===== config.mk =====
export PLATFORM = sky130hd
export DESIGN_NAME = stepmotor_ctrl
export DESIGN_NICKNAME = d
export VERILOG_FILES = /design/src/rtl/stepmotor_ctrl.sv
export SDC_FILE = /design/constraint.sdc
export NUM_CORES = 1
export LEC_CHECK = 0
export CAP_MARGIN = 15
export CORE_ASPECT_RATIO = 1.25
export CORE_UTILIZATION = 55
export DETAILED_ROUTE_END_ITERATION = 10
export PLACE_DENSITY = 0.79
export SYNTH_ARGS = -nofsm -noshare
export SYNTH_HDL_FRONTEND = slang
export SYNTH_SLANG_ARGS = --single-unit
export TNS_END_PERCENT = 5

===== constraint.sdc =====
create_clock -name clk -period 4.9 [get_ports clk]
set_input_delay 1.225 -clock clk [delete_from_list [all_inputs] [get_ports clk]]
set_output_delay 1.225 -clock clk [all_outputs]
set_load 0.1 [all_outputs]

===== src/rtl/stepmotor_ctrl.sv =====
`default_nettype none
// ============================================================================
// Module      : stepmotor_ctrl
// Description : 4-coil unipolar stepper controller with programmable period,
//               direction, full/half-step modes, bounded/continuous runs.
// Revision    : 1.0 - initial release
// ============================================================================
module stepmotor_ctrl #(
    parameter int DIV_W = 24,
    parameter int CNT_W = 16,
    parameter bit HOLD  = 1'b1
) (
    input  logic             clk,
    input  logic             rst,
    input  logic             start,
    input  logic             stop,
    input  logic             dir,
    input  logic             half_step,
    input  logic [DIV_W-1:0] period,
    input  logic [CNT_W-1:0] steps,
    output logic [3:0]       coil,
    output logic             busy,
    output logic             done,
    output logic [CNT_W-1:0] step_pos
);

    typedef enum logic [0:0] {
        S_IDLE = 1'b0,
        S_RUN  = 1'b1
    } state_t;

    localparam logic [DIV_W-1:0] c_PERIOD_MIN = DIV_W'(2);

    state_t           r_state, w_state;
    logic [2:0]       r_idx, w_idx;
    logic             r_en, w_en;
    logic             r_dir, w_dir;
    logic             r_half, w_half;
    logic [DIV_W-1:0] r_period, w_period;
    logic [CNT_W-1:0] r_steps, w_steps;
    logic [DIV_W-1:0] r_div, w_div;
    logic [CNT_W-1:0] r_pos, w_pos;
    logic             r_done, w_done;
    logic [3:0]       r_coil;

    logic [2:0]       w_adv;
    logic [2:0]       w_idx_step;
    logic             w_last;
    logic [CNT_W-1:0] w_pos_inc;

    function automatic logic [3:0] f_pattern(input logic [2:0] idx);
        case (idx)
            3'd0:    f_pattern = 4'b1000;
            3'd1:    f_pattern = 4'b1100;
            3'd2:    f_pattern = 4'b0100;
            3'd3:    f_pattern = 4'b0110;
            3'd4:    f_pattern = 4'b0010;
            3'd5:    f_pattern = 4'b0011;
            3'd6:    f_pattern = 4'b0001;
            default: f_pattern = 4'b1001;
        endcase
    endfunction

    // Full-step from an even index moves by one to realign onto the odd entries.
    assign w_adv      = (!r_half && r_idx[0]) ? 3'd2 : 3'd1;
    assign w_idx_step = r_dir ? (r_idx + w_adv) : (r_idx - w_adv);
    assign w_last     = (r_div == (r_period - DIV_W'(1)));
    assign w_pos_inc  = r_pos + CNT_W'(1);

    always_comb begin
        w_state  = r_state;
        w_idx    = r_idx;
        w_en     = r_en;
        w_dir    = r_dir;
        w_half   = r_half;
        w_period = r_period;
        w_steps  = r_steps;
        w_div    = r_div;
        w_pos    = r_pos;
        w_done   = 1'b0;
        case (r_state)
            S_IDLE: begin
                if (!HOLD) begin
                    w_en = 1'b0;
                end
                if (start && !stop) begin
                    w_state  = S_RUN;
                    w_dir    = dir;
                    w_half   = half_step;
                    w_period = (period < c_PERIOD_MIN) ? c_PERIOD_MIN : period;
                    w_steps  = steps;
                    w_pos    = '0;
                    w_div    = '0;
                    w_en     = 1'b1;
                end
            end
            S_RUN: begin
                if (stop) begin
                    w_state = S_IDLE;
                end else if (w_last) begin
                    w_div = '0;
                    w_pos = w_pos_inc;
                    w_idx = w_idx_step;
                    if ((r_steps != '0) && (w_pos_inc == r_steps)) begin
                        w_state = S_IDLE;
                        w_done  = 1'b1;
                    end
                end else begin
                    w_div = r_div + DIV_W'(1);
                end
            end
            default: w_state = S_IDLE;
        endcase
    end

    always_ff @(posedge clk or negedge rst) begin
        if (!rst) begin
            r_state  <= S_IDLE;
            r_idx    <= 3'd0;
            r_en     <= 1'b0;
            r_dir    <= 1'b0;
            r_half   <= 1'b0;
            r_period <= c_PERIOD_MIN;
            r_steps  <= '0;
            r_div    <= '0;
            r_pos    <= '0;
            r_done   <= 1'b0;
            r_coil   <= 4'b0000;
        end else begin
            r_state  <= w_state;
            r_idx    <= w_idx;
            r_en     <= w_en;
            r_dir    <= w_dir;
            r_half   <= w_half;
            r_period <= w_period;
            r_steps  <= w_steps;
            r_div    <= w_div;
            r_pos    <= w_pos;
            r_done   <= w_done;
            r_coil   <= w_en ? f_pattern(w_idx) : 4'b0000;
        end
    end

    assign coil     = r_coil;
    assign busy     = (r_state == S_RUN);
    assign done     = r_done;
    assign step_pos = r_pos;

endmodule
`default_nettype wire


==> impl_metrics.tcl <==
set metrics [dict create \
    die_area_mm2 0.0106 \
    finalCritPeriodShare_pct 85.2 \
    num_rows 40 \
    cp_slowest_cell "nor4_4" \
    route.detailed.drc 0 \
    cts_tree "built" \
    io_buffers 67 \
    drtIter0Drc 243 \
    cts_made_buffers 9 \
    avgSynthCellArea_um2 9.83 \
    boundaryPins 68 \
    worstSetupEndpointType "flop" \
    synth_cell_types 70 \
    die_x_um 92.5 \
    routed_via_density 6.04 \
    ys_seq_area_share_pct 40.9 \
    r2r_setup_slack_ns 0.73 \
    wire_per_inst_um 18.2 \
    status "finished clean" \
    synthArstFlopShare_pct 100 \
    insertion_delay_ns 0.35 \
    worstPathMaxFanout 16 \
    peakVddDrop_mv 0.184 \
    globalRouteMet3Util_pct 4.96 \
    drt_first_pass_iters 4 \
    synth_edf_count 0 \
    worst_path_largest_cell_delay_ns 0.62 \
    initial_core_util_pct 57.7 \
    dpl.hpwl_um 10400 \
    startpoint "r_period[0]$_DFFE_PN0P_" \
    reg2regPathDepth 11 \
    relSlewSlack_pct 34.5 \
    syn_area_mm2 0.00563 \
    syn_nets 624 \
    gr-usage-all-layers_pct 28.2 \
    crit_arrival_ns 4.46 \
    overflow 0 \
    num_vias 4624 \
    ant_nets 0 \
    busiest_layer "met2" \
    maxCapViolCount 0 \
    htreeDepth 3 \
    ys_ff_latch 92 \
    antenna_cells 0 \
    tightest_slew_ns 0.980 \
    grt_antenna_before_repair 0 \
    synth_ff_type "dfrtp_1" \
    reg2reg_from "r_period[0]$_DFFE_PN0P_" \
    cp-endpoint "step_pos[4]$_DFFE_PN0P_" \
    grt_use_met2_pct 50.8 \
    startpoint_type "flop" \
    fin_skew_ns 0.00738 \
    hold_class "reg -> reg" \
    min_from "r_half$_DFFE_PN0P_" \
    grt_pass1_vias 4638 \
    routabilityCongestion 0.922 \
    core_mm2 0.00976 \
    hold_buffers 0 \
    rsz0062_at_grt "no" \
    clkTransAtPathRegs_ns 0.07 \
    worstSetupPathType "reg -> reg" \
    finalMaxSlewViolations 0 \
    clk_path_buf_depth 2 \
    p_leak_nw 2.80 \
    period_minus_slack_ns 4.17 \
    area_growth_pct 18.9 \
    required_ns 5.19 \
    nNetsFinal 685 \
    drive_gt1_share_pct 12.7 \
    r2r_end "step_pos[4]$_DFFE_PN0P_" \
    routed_wl_um 13900 \
    numClockSinks 92 \
    finalHoldViolCount 0 \
    setup_tns_ns 0 \
    cts_root_buf "clkbuf_16" \
    grt_pass1_wl_um 23200 \
    timing.hold.ws_ns 0.516 \
    fp.dieH_um 115 \
    synthCells 573 \
    setup_viol 0 \
    ys.warnings.count 0 \
    powerDensity_mw_per_mm2 301 \
    use_met1_pct 32.8 \
    cp_cell_sequence "inv_1 > ha_1 > nor3b_4 > nand3_1 > or4_1 > a2111oi_0 > nand4_1 > nor4_4 > nor2_2 > nor4b_1 > a211o_1" \
    postCtsSetupRepairBufs 0 \
    grt_max_degree 49 \
    fmax_mhz 240 \
    cts_resized 0 \
]
[state kept, by name, summed over array words and instances, names as in the netlist]
signal / cells
r_en: 1
r_half: 1
busy: 1
done: 1
step_pos: 16
r_steps: 16
r_period: 24
r_div: 24
r_dir: 1
coil: 4
r_idx: 3
[worst max-delay path: cells and delay by family (launching register included)]
kind / cells / cell delay, ns
and+or+nand+nor: 7 / 2.71
DFF: 1 / 0.44
adders and majority gates: 1 / 0.25
AOI/OAI and AO/OA: 2 / 0.62
buffers and inverters: 1 / 0.11
[synth_stat cells, types with 12 or more instances]
library cell  instances  share of area, %
nor3b_1              15               2.0
nand3_1              21               1.9
nor3_1               14               1.2
clkbuf_1             13              0.87
o21ai_0              34               3.0
nand2b_1             13               1.4
nor2_1               28               1.9
xnor2_1              37               5.8
nand2_1              46               3.1
and3_1               15               1.7
xor2_1               19               3.0
mux2_2               39               7.8
dfrtp_1              91                40
a21o_1               17               2.3
a21oi_1              12               1.1
and2_1               16               1.8
nor4_1               14               1.6
o31ai_1              12               1.6
[metrics by stage]
step	util, %	cells	total power [W]	instance area, um2	setup WS [ns]
after CTS	68.6	765	0.00203	6700	0.763
after global placement	65.5	749	0.00131	6390	0.942
after global routing	68.6	765	0.00211	6700	0.389
after floorplan	-	573	0.00119	5630	1.39
after detailed placement	65.5	749	0.00132	6390	0.806
final	68.6	765	0.00202	6700	0.725
[cell type report]
| class | instances | area [um2] |
|---|---|---|
| clock inverters | 7 | 75.1 |
| multi-input cells | 448 | 3190 |
| inverters | 11 | 41.3 |
| fillers | 791 | 3060 |
| repair buffers | 72 | 706 |
| well taps | 126 | 158 |
| flip-flops and latches | 92 | 2300 |
| clock buffers | 9 | 225 |
[cells in the final DEF (no fill, tap or decap), drive strengths merged, types with 13 or more instances in the layout]
cell type / instances
clkdlybuf4s50: 66
o21ai: 41
dfrtp: 91
nand2b: 13
xor2: 19
and2: 16
nor3b: 17
nor4: 17
nand3: 22
xnor2: 38
mux2: 40
nand2: 46
nor3: 15
nor2: 29
o31ai: 13
and3: 15
a21o: 17
[kinds of logic after synthesis]
family,after synthesis,synth area share (%)
AND/OR/NAND/NOR,223,22.9
AO/OA/AOI/OAI,116,13.8
flip-flops,92,40.9
XOR/XNOR,58,9.40
multiplexers,46,9.13
buffers and inverters,33,2.58
adder cells (fa/ha/maj),5,1.24
[power breakdown]
group          leakage, nW  total (W)  switching [W]  internal, W
registers             1.18   0.000939       0.000109     0.000831
clock network        0.143   0.000704       0.000306     0.000398
logic                 1.48   0.000374       0.000174     0.000201
[routing by layer]
layer	vias to the layer above	share of wire, %
met4	0	3.4
met3	31	3.3
met5	-	0
met1	2269	41
met2	115	52
li1	2209	-
[how the worst min path moves through the flow]
stage | to | cells past startpoint | slack (ns)
after floorplan | r_en$_DFF_PN0_ | 2 | 0.46
final | r_half$_DFFE_PN0P_ | 1 | 0.52
after detailed placement | r_half$_DFFE_PN0P_ | 1 | 0.49
after global routing | r_en$_DFF_PN0_ | 2 | 0.55
after CTS | r_half$_DFFE_PN0P_ | 1 | 0.52
after global placement | r_half$_DFFE_PN0P_ | 1 | 0.49
Power figures use the tool's default switching activity.
==> RTL edit: new RTL, same flow settings <==
Make the reset (`rst`) synchronous in one clocked block.
--- a/src/rtl/stepmotor_ctrl.sv
+++ b/src/rtl/stepmotor_ctrl.sv
@@ -113,7 +113,7 @@
         endcase
     end
 
-    always_ff @(posedge clk or negedge rst) begin
+    always_ff @(posedge clk) begin
         if (!rst) begin
             r_state  <= S_IDLE;
             r_idx    <= 3'd0;
Function: differs if rst is asserted again (counterexample within 4 cycles, from zero or initial values and one cycle with rst low); with rst held inactive, the same outputs for 10 cycles.
==> RTL edit against the original RTL <==
  * Setup slack improved by 0.25 ns
  * Sequential cell count unchanged
  * Wire length increased by 5.5%
  * Area after synthesis decreased by 1.7%
  * Non-clock buffer count increased by 1
  * Sequential share of layout area decreased by 6.3 points
  * Design area decreased by 2.1%
  * Power decreased by 15%
  * Critical path type unchanged
==> RTL edit: results (changes against the original RTL) <==
Run status
  – Status: complete, no violations

Global route
  – Pin count of the biggest net entering global routing: 70 (+43%)
  – First-pass GRT wire length: 24,300 µm (+4.4%)
  – Total Routing Usage GR: 0.292 (+0.0102)

Min path
  – Min-delay src: r_half

Worst setup path
  – Crit-path slowest cell: or4_1
  – Critical path arrival: 4.21 ns (-0.25 ns)
  – Max incr delay on CP: 0.52 ns (-0.10 ns)
  – Critical Path Fanout Max: 15 (-1)

Logic synthesis
  – Ys flop type: dfxtp_1
  – Synth area leaders: dfxtp_1 33%, nand2_1 8.7%, a21boi_0 7.6%, xnor2_1 5.1%, o21ai_0 4.0%
  – Sequential fraction of the synthesis area: 0.333 (-0.0763)
  – Syn Nets: 753 (+21%)
  – Post-synth ARST share: 0 (-1.00)
  – Library cells used by synthesis: 64 (-8.6%)

Place
  – Cell Area, Placed: 0.00625 mm² (-2.3%)
  – DP HPWL: 10,700 µm (+2.5%)
  – Global placement routability congestion: 0.914 (-0.88%)

Layout
  – Nets: 800 (+17%)
  – Ratio of cells with drive above 1 in the final layout: 0.0531 (-0.0737)

Timing
  – Skew final: 0.00585 ns (-0.00153 ns)
  – Slew at the pin with the worst max-slew slack: 0.983 ns (+0.00329 ns)

Drt
  – Final wirelength: 14,700 µm (+5.5%)
  – First-pass DRT Iterations: 5 (+1)
  – 1st-iter DRT viols: 377 (+55%)
  – Vias: 5,252 (+14%)

Pwr
  – Max VDD drop: 0.176 mV (-4.5%)
  – Pleak: 2.32 nW (-17%)
[RTL edit: worst paths after layout]
path | cells past startpoint | slack (ns) | end
max reg2reg | 11 | 0.97 | step_pos[15]
max | 11 | 0.97 | step_pos[15]
min | 2 | 0.48 | r_half
min reg2reg | 2 | 0.48 | r_half
[RTL edit: through the flow]
| step | setup WS (ns) | util | hold slack, ns | cells |
|---|---|---|---|---|
| 5_1_grt | 0.765 | 0.675 | 0.514 | 880 |
| 6_report | 0.971 | 0.675 | 0.479 | 880 |
| 3_3_place_gp | 1.20 | 0.644 | 0.457 | 864 |
| 3_5_place_dp | 1.10 | 0.644 | 0.472 | 864 |
| 2_1_floorplan | 1.40 | - | 0.438 | 702 |
| 4_1_cts | 1.07 | 0.675 | 0.481 | 880 |
[RTL edit: worst max-delay path: cells and delay by family (launching register included)]
kind | cells | cell delay [ns]
AOI/OAI and AO/OA | 3 | 0.82
adders and majority gates | 1 | 0.25
buffers and inverters | 1 | 0.07
DFF | 1 | 0.36
and+or+nand+nor | 6 | 2.35
[RTL edit: power breakdown]
group | internal (mW) | switching, mW
Clock | 0.398 | 0.307
Sequential | 0.765 | 0.0304
Combinational | 0.102 | 0.120
Total | 1.27 | 0.457
[RTL edit: final cells by class]
type,count,share of cell area
Clock buffer,9,0.0344
Multi-Input combinational cell,562,0.534
Clock inverter,7,0.0118
Inverter,11,0.00630
Tap cell,126,0.0241
Sequential cell,92,0.281
Timing Repair Buffer,73,0.108
[RTL edit: cell families after synthesis]
logic type,synth area share
buffers and inverters,0.0369
and+or+nand+nor,0.305
adders and majority gates,0.0145
DFF,0.333
AOI/OAI and AO/OA,0.206
muxes,0.0167
xor gates and xnor gates,0.0886
[RTL edit: routing by layer]
layer | GRT usage | wire, µm | vias up
met5 | 0 | 0 | -
met2 | 0.507 | 7420 | 178
met4 | 0.132 | 375 | 0
li1 | - | - | 2587
met1 | 0.359 | 6200 | 2459
met3 | 0.0418 | 650 | 28
